--- config.mk ---
export PLATFORM = sky130hd
export DESIGN_NAME = wb_scoreboard
export DESIGN_NICKNAME = d
export VERILOG_FILES = /design/src/rtl/wb_sb_pkg.sv /design/src/rtl/wb_sb_exp_table.sv /design/src/rtl/wb_scoreboard.sv
export SDC_FILE = /design/constraint.sdc
export NUM_CORES = 1
export LEC_CHECK = 0
export CORE_MARGIN = 2
export CORE_UTILIZATION = 51
export DETAILED_ROUTE_END_ITERATION = 8
export PLACE_DENSITY = 0.72
export SKIP_CTS_REPAIR_TIMING = 1
export SLEW_MARGIN = 30
export SYNTH_ARGS = -nofsm -noshare
export SYNTH_HDL_FRONTEND = slang
export SYNTH_HIERARCHICAL = 1
export SYNTH_SLANG_ARGS = --single-unit
export TNS_END_PERCENT = 30
--- constraint.sdc ---
create_clock -name clk -period 9.3 [get_ports clk]
set_input_delay 0.93 -clock clk [delete_from_list [all_inputs] [get_ports clk]]
set_output_delay 0.93 -clock clk [all_outputs]
set_load 0.05 [all_outputs]
--- src/rtl/wb_sb_pkg.sv ---
// Shared types for the writeback scoreboard: FSM states, error codes and the
// expected-table entry payload.
package wb_sb_pkg;

  // Field widths of the stored expected entry; the top-level XLEN/REG_AW
  // parameters are expected to match these.
  localparam int unsigned SB_XLEN   = 32;
  localparam int unsigned SB_REG_AW = 5;

  localparam logic [1:0] ERR_NONE     = 2'd0;
  localparam logic [1:0] ERR_MISMATCH = 2'd1;
  localparam logic [1:0] ERR_TIMEOUT  = 2'd2;
  localparam logic [1:0] ERR_FORBID   = 2'd3;

  typedef enum logic [1:0] {
    IDLE = 2'd0,
    RUN  = 2'd1,
    PASS = 2'd2,
    FAIL = 2'd3
  } state_t;

  typedef enum logic [1:0] {
    EC_NONE     = ERR_NONE,
    EC_MISMATCH = ERR_MISMATCH,
    EC_TIMEOUT  = ERR_TIMEOUT,
    EC_FORBID   = ERR_FORBID
  } err_code_t;

  typedef struct packed {
    logic [SB_REG_AW-1:0] rd;
    logic [SB_XLEN-1:0]   data;
    logic [SB_XLEN-1:0]   mask;
  } exp_entry_t;

  // An observed writeback matches when the register agrees and every masked bit agrees.
  function automatic logic entry_match(input exp_entry_t e,
                                       input logic [SB_REG_AW-1:0] rd,
                                       input logic [SB_XLEN-1:0] data);
    return (rd == e.rd) && (((data ^ e.data) & e.mask) == '0);
  endfunction

endpackage

--- src/rtl/wb_sb_exp_table.sv ---
// Expected-entry storage: one synchronous write port, one asynchronous read
// port. Contents are not reset.
module wb_sb_exp_table
  import wb_sb_pkg::*;
#(
  parameter  int unsigned NUM_CHECKS = 16,
  localparam int unsigned IDX_W      = $clog2(NUM_CHECKS)
) (
  input  logic             clk,
  input  logic             we_i,
  input  logic [IDX_W-1:0] widx_i,
  input  exp_entry_t       wentry_i,
  input  logic [IDX_W-1:0] ridx_i,
  output exp_entry_t       rentry_o
);

  exp_entry_t mem_q [NUM_CHECKS];

  // Table write port
  always_ff @(posedge clk) begin
    if (we_i) begin
      mem_q[widx_i] <= wentry_i;
    end
  end

  assign rentry_o = mem_q[ridx_i];

endmodule

--- src/rtl/wb_scoreboard.sv ---
// Writeback scoreboard: checks the regfile write stream against an in-order
// table of expected (rd, data, mask) entries with a RUN-cycle watchdog.
// Optional feature macro: WB_SB_FORBID_EN adds a forbid_mask input that fails
// the run on any writeback to a flagged register.
module wb_scoreboard
  import wb_sb_pkg::*;
#(
  parameter  int unsigned NUM_CHECKS     = 16,
  parameter  int unsigned XLEN           = SB_XLEN,
  parameter  int unsigned REG_AW         = SB_REG_AW,
  parameter  int unsigned TIMEOUT_CYCLES = 1024,
  localparam int unsigned IDX_W          = $clog2(NUM_CHECKS),
  localparam int unsigned CNT_W          = $clog2(NUM_CHECKS + 1)
) (
  input  logic                 clk,
  input  logic                 rst_n,
`ifdef WB_SB_FORBID_EN
  input  logic [2**REG_AW-1:0] forbid_mask,
`endif
  input  logic                 exp_we,
  input  logic [IDX_W-1:0]     exp_idx,
  input  logic [REG_AW-1:0]    exp_rd,
  input  logic [XLEN-1:0]      exp_data,
  input  logic [XLEN-1:0]      exp_mask,
  input  logic [CNT_W-1:0]     exp_count,
  input  logic                 start,
  input  logic                 wb_en,
  input  logic [REG_AW-1:0]    wb_rd,
  input  logic [XLEN-1:0]      wb_data,
  output logic                 busy,
  output logic                 done,
  output logic                 pass,
  output logic [1:0]           err_code,
  output logic [IDX_W-1:0]     err_idx,
  output logic [REG_AW-1:0]    err_rd,
  output logic [XLEN-1:0]      err_data,
  output logic [31:0]          cycle_cnt
);

  state_t            state_q,    state_d;
  logic [IDX_W-1:0]  ptr_q,      ptr_d;
  logic [CNT_W-1:0]  cnt_lim_q,  cnt_lim_d;
  logic [31:0]       cyc_q,      cyc_d;
  logic              busy_q,     busy_d;
  logic              done_q,     done_d;
  logic              pass_q,     pass_d;
  err_code_t         err_code_q, err_code_d;
  logic [IDX_W-1:0]  err_idx_q,  err_idx_d;
  logic [REG_AW-1:0] err_rd_q,   err_rd_d;
  logic [XLEN-1:0]   err_data_q, err_data_d;

  exp_entry_t        wr_entry;
  exp_entry_t        cur_entry;
  logic              wb_valid;
  logic              match;
  logic              forbid_hit;
  logic              timeout;
  logic [31:0]       cyc_inc;
  logic [CNT_W-1:0]  ptr_inc;
  logic [CNT_W-1:0]  count_in;

  assign wr_entry = '{rd:   SB_REG_AW'(exp_rd),
                      data: SB_XLEN'(exp_data),
                      mask: SB_XLEN'(exp_mask)};

  wb_sb_exp_table #(
    .NUM_CHECKS (NUM_CHECKS)
  ) u_table (
    .clk      (clk),
    .we_i     (exp_we && (state_q != RUN)),
    .widx_i   (exp_idx),
    .wentry_i (wr_entry),
    .ridx_i   (ptr_q),
    .rentry_o (cur_entry)
  );

  // x0 writes are architecturally discarded, so they never count as writebacks.
  assign wb_valid = wb_en && (wb_rd != '0);
  assign match    = entry_match(cur_entry, SB_REG_AW'(wb_rd), SB_XLEN'(wb_data));
  assign ptr_inc  = CNT_W'(ptr_q) + CNT_W'(1);
  assign cyc_inc  = (cyc_q == '1) ? cyc_q : cyc_q + 32'd1;
  assign timeout  = (cyc_inc >= 32'(TIMEOUT_CYCLES));
  assign count_in = (exp_count > CNT_W'(NUM_CHECKS)) ? CNT_W'(NUM_CHECKS) : exp_count;

`ifdef WB_SB_FORBID_EN
  assign forbid_hit = wb_valid && forbid_mask[wb_rd];
`else
  assign forbid_hit = 1'b0;
`endif

  // Next-state and verdict logic; priority forbid > mismatch > timeout > pass
  always_comb begin
    state_d    = state_q;
    ptr_d      = ptr_q;
    cnt_lim_d  = cnt_lim_q;
    cyc_d      = cyc_q;
    pass_d     = pass_q;
    err_code_d = err_code_q;
    err_idx_d  = err_idx_q;
    err_rd_d   = err_rd_q;
    err_data_d = err_data_q;

    case (state_q)
      RUN: begin
        cyc_d = cyc_inc;
        if (forbid_hit) begin
          state_d    = FAIL;
          err_code_d = EC_FORBID;
          err_idx_d  = ptr_q;
          err_rd_d   = wb_rd;
          err_data_d = wb_data;
        end else if (wb_valid && (cnt_lim_q != '0) && !match) begin
          state_d    = FAIL;
          err_code_d = EC_MISMATCH;
          err_idx_d  = ptr_q;
          err_rd_d   = wb_rd;
          err_data_d = wb_data;
        end else if (timeout) begin
          state_d    = FAIL;
          err_code_d = EC_TIMEOUT;
          err_idx_d  = ptr_q;
        end else if ((cnt_lim_q == '0) || (wb_valid && (ptr_inc == cnt_lim_q))) begin
          state_d = PASS;
          pass_d  = 1'b1;
        end else if (wb_valid) begin
          ptr_d = IDX_W'(ptr_inc);
        end
      end
      default: begin
        // IDLE, PASS and FAIL all accept a new run
        if (start) begin
          state_d    = RUN;
          ptr_d      = '0;
          cnt_lim_d  = count_in;
          cyc_d      = '0;
          pass_d     = 1'b0;
          err_code_d = EC_NONE;
          err_idx_d  = '0;
          err_rd_d   = '0;
          err_data_d = '0;
        end
      end
    endcase

    busy_d = (state_d == RUN);
    done_d = (state_d == PASS) || (state_d == FAIL);
  end

  // State and registered outputs
  always_ff @(posedge clk or negedge rst_n) begin
    if (!rst_n) begin
      state_q    <= IDLE;
      ptr_q      <= '0;
      cnt_lim_q  <= '0;
      cyc_q      <= '0;
      busy_q     <= 1'b0;
      done_q     <= 1'b0;
      pass_q     <= 1'b0;
      err_code_q <= EC_NONE;
      err_idx_q  <= '0;
      err_rd_q   <= '0;
      err_data_q <= '0;
    end else begin
      state_q    <= state_d;
      ptr_q      <= ptr_d;
      cnt_lim_q  <= cnt_lim_d;
      cyc_q      <= cyc_d;
      busy_q     <= busy_d;
      done_q     <= done_d;
      pass_q     <= pass_d;
      err_code_q <= err_code_d;
      err_idx_q  <= err_idx_d;
      err_rd_q   <= err_rd_d;
      err_data_q <= err_data_d;
    end
  end

  assign busy      = busy_q;
  assign done      = done_q;
  assign pass      = pass_q;
  assign err_code  = err_code_q;
  assign err_idx   = err_idx_q;
  assign err_rd    = err_rd_q;
  assign err_data  = err_data_q;
  assign cycle_cnt = cyc_q;

endmodule

## After elaboration in Yosys (flattened, before gate mapping)

Memories as Yosys holds them, arrays and structs flattened.
Cells that the tools add are included.
Widths: inputs -> output; s select.

| cells by class | value |
|---|---|
| add/subtract/negate cells | 2 |
| multipliers | 0 |
| divide/modulo/power cells | 0 |
| magnitude comparators | 2 |
| eq/ne operators | 15 |
| shift operators | 0 |
| mux-type cells | 34 |
| bitwise logic cells | 3 |
| reduce and logical (&&, ||, !) cells | 19 |

Operators with widths:

| kind | count |
|---|---|
| $mux 32 | 5 |
| $mux 4 | 9 |
| $add 32x1->32 const B | 1 |
| $and 32x32->32 | 1 |
| $eq 32x32->1 const B | 1 |
| $ge 32x11->1 const B | 1 |
| $logic_not 32->1 | 1 |
| $xor 32x32->32 | 1 |
| $mux 5 | 4 |
| $mux 2 | 9 |
| $ne 2x2->1 const B | 6 |
| $eq 5x5->1 | 2 |
| $reduce_bool 5->1 | 2 |
| $mux 1 | 7 |
| $logic_and 1x1->1 | 6 |
| $reduce_and 2->1 | 3 |
| $add 4x1->5 const B | 1 |
| $gt 5x5->1 const B | 1 |
| $logic_not 5->1 | 1 |
| $reduce_and 5->1 | 1 |
| $eq 2x1->1 const B | 2 |
| $eq 2x2->1 const B | 2 |
| $reduce_and 4->1 | 1 |
| $ne 3x3->1 const B | 1 |
| other kinds (5) | 6 |

| word-level totals | value |
|---|---|
| bits in registers | 89 |
| bits in latches | 0 |
| RAM bits | 1104 |
| bits in read-only memories | 0 |
| bits of input ports | 120 |
| output and inout bits | 78 |
| logic and storage cells | 87 |
| memories kept | 1 |

Memories:

| name | depth | width | read ports | clocked after memory_dff | wr ports | line | text |
|---|---|---|---|---|---|---|---|
| u_table.mem_q | 16 | 69 | 1 | 0 | 1 | wb_sb_exp_table.sv:17 | `exp_entry_t mem_q [NUM_CHECKS];` |

## Depth between registers and ports, before layout

Gate-level depths: netlist of run 1.
An unclocked memory read counts as a cell.

| logic depth | value |
|---|---|
| depth in word-level cells | 11 |
| gate-level depth with buffers | 16 |
| depth with buffers taken out | 12 |

## By module

The synthesis of run 1 kept the hierarchy.

Modules (own cells, without submodules):

| module | times used | cells each | area an instance (um^2) | sequential area each (um^2) |
|---|---|---|---|---|
| wb_sb_exp_table | 1 | 1707 | 41328.4 | 33151.8 |
| wb_scoreboard | 1 | 606 | 5335.1 | 2227.1 |

## Least setup slack after synthesis of run 1

No wires, ideal clock.

| timing | value |
|---|---|
| path type | flip-flop to flip-flop |
| start point | register state_q[0] |
| end point | memory u_table/mem_q[0][0] (netlist bit), enable pin |
| setup time | 582 ps |
| data arrival time | 6349 ps |
| required time | 8718 ps |
| setup slack | 2369 ps |
| cell stages (with the launch flop) | 7 |
| buffers on the path | 2 |
| period minus slack after synthesis | 6931 ps |
| path through | dfrtp_1 -> nor2b_1 -> clkbuf_1 -> clkbuf_1 -> nor2b_1 -> or3b_2 -> nor3_1 |

| between the ends | value |
|---|---|
| cells in the longest elaborated chain, start to end | 4 |

RTL lines:

| what | line | text |
|---|---|---|
| start, declared | wb_scoreboard.sv:40 | `state_t state_q, state_d;` |
| start signal, assigned | wb_scoreboard.sv:164 | `state_q <= state_d;` |
| $ne 2x1->1 | wb_scoreboard.sv:70 | `.we_i (exp_we && (state_q != RUN)),` |
| $logic_and 1x1->1 | wb_scoreboard.sv:70 |  |
| $mux 1 | wb_sb_exp_table.sv:21 | `if (we_i) begin` |
| $mux 1 (not written as such) | wb_sb_exp_table.sv:22 | `mem_q[widx_i] <= wentry_i;` |
| end, declared | wb_sb_exp_table.sv:17 |  |

No other way between the ends.

==> flow_metrics.tcl, run 1 <==
set metrics [dict create \
    dr.pass1.iters 5 \
    drtIter0Drc 2892 \
    antenna_found_initial 9 \
    core_sq_mm 0.0903 \
    final_nets 2676 \
    synth-seq-cells 1193 \
    cp_slowest_stage_delay_ps 1010 \
    setup_viol 0 \
    numCtsBuffers 116 \
    rr_worst_depth 13 \
    io_buffer_count 197 \
    overflow 0 \
    htree_levels 3 \
    placed_area_sq_mm 0.0500 \
    async_reset_ff_share_pct 7.46 \
    period_minus_slack_ps 5890 \
    final_util_pct 59.4 \
    worstSetupEndpointType "flip-flop" \
    status "finished clean" \
    crit_type "reg -> reg" \
    worstReg2RegStart "ptr_q[1]" \
    cap_violations 0 \
    num_rows 110 \
    netlist_area_sq_mm 0.0467 \
    grt_max_degree 95 \
    crit_slowest_cell "dfrtp_4" \
    critPathLaunch "ptr_q[1]" \
    root_buffer "clkbuf_16" \
    hold_path_class "in -> async" \
    synth_nets 2435 \
    grt_pass1_vias 24600 \
    fmax_mhz 170 \
    clk_pin_slew_ps 60 \
    drv_slew 0 \
    clkPwrFrac_pct 31.0 \
    switching_power_mw 4.36 \
    hold_viol 0 \
    synthCells 2313 \
    swShare_pct 30.3 \
    crit_buf_inv 3 \
    antenna_left 0 \
    die_w_microns 306 \
    layout_common_cells "edfxtp_1, mux4_2, clkdlybuf4s50_1, nand2_1, a22oi_1" \
    synth-seq-area-share_pct 75.8 \
    synth_edf_count 1104 \
    skew_ps 21.9 \
    grt_pass1_wl_mm 166 \
    cts.sinks 1193 \
    power_density_mw_per_mm2 268 \
    place_ws_ps 3480 \
    ff2ff_setup_slack_ps 3410 \
    synth-main-ff-cell "edfxtp_1" \
    dp_cells 3612 \
    syn_avg_cell_area_sq_um 20.2 \
    min_period_over_period_pct 63.4 \
    vias_per_cell 6.41 \
    final_common_cell "edfxtp_1" \
    leakagePower_nw 17.0 \
    ys_types 73 \
    final_area_sq_mm 0.0537 \
    cpLargestDelayFamily "buffers and inverters" \
    path_cells "buf_12 -> buf_4 -> mux4_2 -> a22oi_1 -> nand2_1 -> xor2_1 -> a22oi_1 -> nand4_1 -> nor3_1 -> a211oi_1 -> and2_2 -> buf_4 -> o21ai_0" \
    required_ps 9850 \
    crit_fanout 94 \
    cts.path.max_buffers 3 \
    die_h_microns 306 \
    layout-drive-gt1-share_pct 20.1 \
    peakVddDrop_mv 0.213 \
    place.gp.congestion 0.868 \
    io_pins 198 \
    die_area_sq_mm 0.0939 \
    syn_to_final_growth_pct 15.0 \
    worstPathArrival_ps 6450 \
    fillers 6329 \
    wl_per_cell_microns 29.6 \
    fin_setup_tns_ps 0 \
    seqPwrFrac_pct 43.8 \
    worst_slack_ps 3410 \
    start_kind "flip-flop" \
    track_usage_pct 24.3 \
    slew_headroom_pct 33.2 \
    wl_mm 113 \
    drc 0 \
    grt_setup_unrepaired "no" \
    instances_no_fill 3832 \
    p_comb_share_pct 25.2 \
    vias 24600 \
    start_util_pct 51.7 \
    cts_tree "yes" \
    yosys_warnings 6 \
    reg2reg_to "err_data[1]" \
    dpl.hpwl_mm 63.4 \
    clk_latency_ps 700 \
    internal_power_mw 10.0 \
    worst_slew_pin_slew_ps 1000 \
]
==> per-stage QoR <==
step / hold slack (ps) / power [mW]
2_1_floorplan: 483 / 8.82
3_3_place_gp: 506 / 9.96
3_5_place_dp: 507 / 10.0
4_1_cts: 130 / 14.5
5_1_grt: 161 / 14.9
6_report: 153 / 14.4
==> power groups by stage <==
stage | clock (mW) | combinational (mW) | sequential [mW]
after floorplan | 0 | 2.18 | 6.64
after global placement | 0 | 3.57 | 6.39
after detailed placement | 0 | 3.63 | 6.40
after CTS | 4.53 | 3.64 | 6.30
after global routing | 4.74 | 3.84 | 6.32
final | 4.46 | 3.62 | 6.30
==> cell families (layout without fill, tap and decap cells) <==
logic type	Yosys count	in the layout	share of synthesized area [%]
XOR/XNOR	50	50	0.938
buffers and inverters	137	477	1.56
adder cells (fa/ha/maj)	2	2	0.0536
flip-flops	1193	1193	75.8
AND/OR/NAND/NOR	336	336	3.45
other	0	3	0
multiplexers	288	288	13.6
AO/OA/AOI/OAI	307	307	4.57
==> cell type report <==
type	instances	area, sq um	share of cell area [%]
sequential	1193	35400	65.9
multi-input combinational	983	10700	19.9
clock buffer	144	3060	5.70
timing repair buffer	253	2460	4.58
tap	1176	1470	2.74
clock inverter	73	558	1.04
inverter	7	26.3	0.0490
antenna	3	7.51	0.0140
==> worst register-to-register path: cells and delay by family, from the launching register on <==
family / cells / cell delay [ps]
buffers and inverters: 3 / 1700
AOI/OAI and AO/OA: 4 / 1350
DFF: 1 / 1010
and+or+nand+nor: 4 / 1000
muxes: 1 / 420
xor gates and xnor gates: 1 / 280
==> state kept, by name (all words and copies together), names as in the netlist <==
| signal | cells |
|---|---|
| err_rd | 5 |
| err_data | 32 |
| busy | 1 |
| done | 1 |
| state_q | 2 |
| err_idx | 4 |
| ptr_q | 4 |
| cnt_lim_q | 5 |
| cycle_cnt | 32 |
| u_table/mem_q | 1104 |
| pass | 1 |
| err_code | 2 |
==> worst max path at each step <==
stage	end	slack, ps	cells after the start
3_3_place_gp	err_rd[1]	3540	13
6_report	err_data[1]	3410	13
4_1_cts	err_data[1]	3460	13
2_1_floorplan	u_table/mem_q[0][0]	2370	6
5_1_grt	err_data[1]	3150	13
3_5_place_dp	err_data[8]	3480	13
==> cell usage after synthesis (2+ instances only) <==
cell / count / area share (%)
a211o_1: 2 / 0.038
a211oi_1: 4 / 0.064
a21o_1: 3 / 0.048
a21oi_1: 13 / 0.14
a221oi_1: 2 / 0.038
a22o_1: 7 / 0.13
a22oi_1: 150 / 2.4
a31oi_1: 9 / 0.12
and2_1: 6 / 0.080
and3_1: 5 / 0.067
and4_1: 4 / 0.075
and4_4: 2 / 0.048
buf_1: 11 / 0.088
buf_2: 37 / 0.40
buf_4: 11 / 0.18
buf_6: 15 / 0.36
clkbuf_1: 54 / 0.43
dfrtp_1: 89 / 4.8
edfxtp_1: 1104 / 71
ha_1: 2 / 0.054
inv_1: 7 / 0.056
mux2_2: 2 / 0.048
mux2i_1: 10 / 0.21
mux4_1: 3 / 0.17
mux4_2: 273 / 13
nand2_1: 195 / 1.6
nand2b_1: 7 / 0.094
nand3_1: 14 / 0.15
nand3b_1: 3 / 0.048
nand4_1: 18 / 0.24
nand4_2: 2 / 0.054
nor2_1: 30 / 0.24
nor2b_1: 7 / 0.094
nor3_1: 17 / 0.18
nor4_1: 7 / 0.094
o211ai_1: 2 / 0.032
o21a_1: 3 / 0.048
o21ai_0: 79 / 0.85
o22ai_1: 3 / 0.040
o31ai_1: 17 / 0.27
or3_1: 3 / 0.040
or4_1: 2 / 0.032
xnor2_1: 8 / 0.15
xor2_1: 42 / 0.79
==> per-layer routing <==
layer / GRT usage (%) / up-vias / share of wire (%)
met5: 0 / - / 0.066
met4: 6.03 / 12 / 2.3
met3: 4.85 / 193 / 9.2
met2: 39.7 / 1264 / 49
met1: 34.0 / 13000 / 39
li1: - / 10100 / -
(Power assumes the default switching activity.)
==> run 2: changes to the inputs <==
--- a/config.mk
+++ b/config.mk
@@ -8,7 +8,7 @@
 export CORE_MARGIN = 2
 export CORE_UTILIZATION = 51
 export DETAILED_ROUTE_END_ITERATION = 8
-export PLACE_DENSITY = 0.72
+export PLACE_DENSITY = 0.75
 export SKIP_CTS_REPAIR_TIMING = 1
 export SLEW_MARGIN = 30
 export SYNTH_ARGS = -nofsm -noshare
==> constraint.sdc (replaced) <==
create_clock -name clk -period 5.05 [get_ports clk]
set_input_delay 0.505 -clock clk [delete_from_list [all_inputs] [get_ports clk]]
set_output_delay 0.505 -clock clk [all_outputs]
set_load 0.05 [all_outputs]
==> run 2 against run 1 <==
Register-to-register slack worse by 3100 ps; core utilization is 0.34 points higher; sequential share of layout area decreased by 0.37 points; highest routed layer unchanged; global-route usage increased by 0.24 points; combinational power rose by 95%; largest cell class unchanged; critical path type unchanged.
==> flow_metrics.tcl, run 2 (synthesized netlist as in run 1, its figures left out) <==
set metrics [dict create \
    placed_area_sq_mm 0.0505 \
    layout-drive-gt1-share_pct 20.8 \
    die_w_microns 306 \
    peakVddDrop_mv 0.461 \
    required_ps 5600 \
    hold_slack_ps 267 \
    vias 24700 \
    wl_mm 115 \
    layout_common_cells "edfxtp_1, mux4_2, clkdlybuf4s50_1, nand2_1, a22oi_1" \
    power_density_mw_per_mm2 491 \
    seqPwrFrac_pct 43.4 \
    grt_pass1_vias 25000 \
    fillers 6246 \
    drc 0 \
    root_buffer "clkbuf_16" \
    swShare_pct 30.5 \
    clk_pin_slew_ps 60 \
    largest_reg_flops 1104 \
    drtIter0Drc 3010 \
    min_period_over_period_pct 94.8 \
    worstSetupEndpointType "flip-flop" \
    final_nets 2696 \
    dp_cells 3634 \
    final_common_cell "edfxtp_1" \
    cts.sinks 1193 \
    core_sq_mm 0.0903 \
    crit_type "reg -> reg" \
    io_pins 198 \
    slew_headroom_pct 31.8 \
    leakagePower_nw 17.1 \
    num_rows 110 \
    rr_worst_depth 13 \
    die_area_sq_mm 0.0939 \
    hold_path_class "in -> async" \
    grt_max_degree 76 \
    overflow 0 \
    clk_latency_ps 680 \
    place_ws_ps 410 \
    place.gp.congestion 0.894 \
    syn_to_final_growth_pct 15.7 \
    met1_usage_pct 33.2 \
    worst_slew_pin_slew_ps 1020 \
    antenna_left 0 \
    internal_power_mw 18.4 \
    antenna_found_initial 14 \
    worstPathArrival_ps 5340 \
    start_kind "flip-flop" \
    grt_setup_unrepaired "no" \
    vias_per_cell 6.41 \
    dpl.hpwl_mm 63.8 \
    dr.pass1.iters 7 \
    path_cells "buf_4 -> buf_4 -> mux4_2 -> a22oi_1 -> nand2_1 -> a22oi_1 -> nand4_1 -> nor3_1 -> a211oi_1 -> nor4_2 -> and4_1 -> o21bai_1 -> mux2_2" \
    status "finished clean" \
    top_usage_layer "met2" \
    period_minus_slack_ps 4790 \
    skew_ps 20.2 \
    met3_usage_pct 5.94 \
    switching_power_mw 8.08 \
    drv_slew 0 \
    grt_use_met2_pct 40.2 \
    clkPwrFrac_pct 30.0 \
    htree_levels 3 \
    p_comb_share_pct 26.6 \
    cts.path.max_buffers 3 \
    io_buffer_count 197 \
    crit_fanout 29 \
    worst_slack_ps 260 \
    cpLargestDelayFamily "simple AND/OR/NAND/NOR gates" \
    largest_register "u_table/mem_q" \
    final_area_sq_mm 0.0540 \
    path_depth 13 \
    numCtsBuffers 113 \
    wl_per_cell_microns 29.9 \
    instances_no_fill 3849 \
    die_h_microns 306 \
    fmax_mhz 209 \
    cp_slowest_stage_delay_ps 810 \
    grt_pass1_wl_mm 167 \
    setup_viol 0 \
    cts_tree "yes" \
    track_usage_pct 24.5 \
    cap_violations 0 \
    hold_viol 0 \
    start_util_pct 51.7 \
    crit_slowest_cell "dfrtp_4" \
    fin_setup_tns_ps 0 \
    crit_buf_inv 2 \
]
==> run 2: cell count changes in the layout (fill, tap and decap cells not counted), sizes merged <==
cell         delta
inv             +1
clkbuf         +15
clkinv         -21
buf            +22
dlygate4sd3     +1
diode           +3
bufinv          -4
==> run 2: worst paths after layout <==
| path | end | slack [ps] | start |
|---|---|---|---|
| max | ptr_q[0] | 260 | ptr_q[1] |
| min | cycle_cnt[25] | 270 | rst_n |
| max reg2reg | ptr_q[0] | 260 | ptr_q[1] |
| min reg2reg | err_data[24] | 540 | err_data[24] |
| max in group asynchronous | ptr_q[0] | 3750 | rst_n |
| min in group clk | err_data[22] | 480 | wb_data[22] |
==> run 2: through the flow <==
step                      utilization [%]  total power [mW]
final                                59.8              26.5
after global routing                 59.8              27.4
after CTS                            59.8              26.7
after detailed placement             55.9              18.7
after global placement               55.9              18.6
after floorplan                         -              16.2
==> run 2: layout make-up <==
type | instances | area, sq um | share of cell area [%]
Multi-Input combinational cell | 983 | 10700 | 19.8
Timing Repair Buffer | 276 | 2880 | 5.33
Clock inverter | 49 | 345 | 0.640
Clock buffer | 159 | 3140 | 5.83
Tap cell | 1176 | 1470 | 2.73
Inverter | 7 | 26.3 | 0.0487
Antenna cell | 6 | 15.0 | 0.0278
Sequential cell | 1193 | 35400 | 65.6
==> run 2: power by group through the flow <==
stage          clock, mW  combinational, mW  sequential, mW
5_1_grt             8.44               7.43            11.5
3_5_place_dp           0               7.03            11.7
6_report            7.96               7.06            11.5
2_1_floorplan          0               4.01            12.2
3_3_place_gp           0               6.90            11.7
4_1_cts             8.08               7.08            11.5
==> run 2: worst register-to-register path: cells and delay by family, from the launching register on <==
kind | cells | cell delay (ps)
simple gates | 5 | 1580
compound gates | 4 | 940
flops | 1 | 810
buf+inv | 2 | 740
mux | 2 | 610
==> run 2: layer usage <==
| metal | wire [microns] | up-vias | part of all wire [%] |
|---|---|---|---|
| li1 | - | 10100 | - |
| met1 | 42900 | 13000 | 37 |
| met2 | 56600 | 1388 | 49 |
| met3 | 12800 | 208 | 11 |
| met4 | 2930 | 12 | 2.5 |
| met5 | 75 | - | 0.065 |
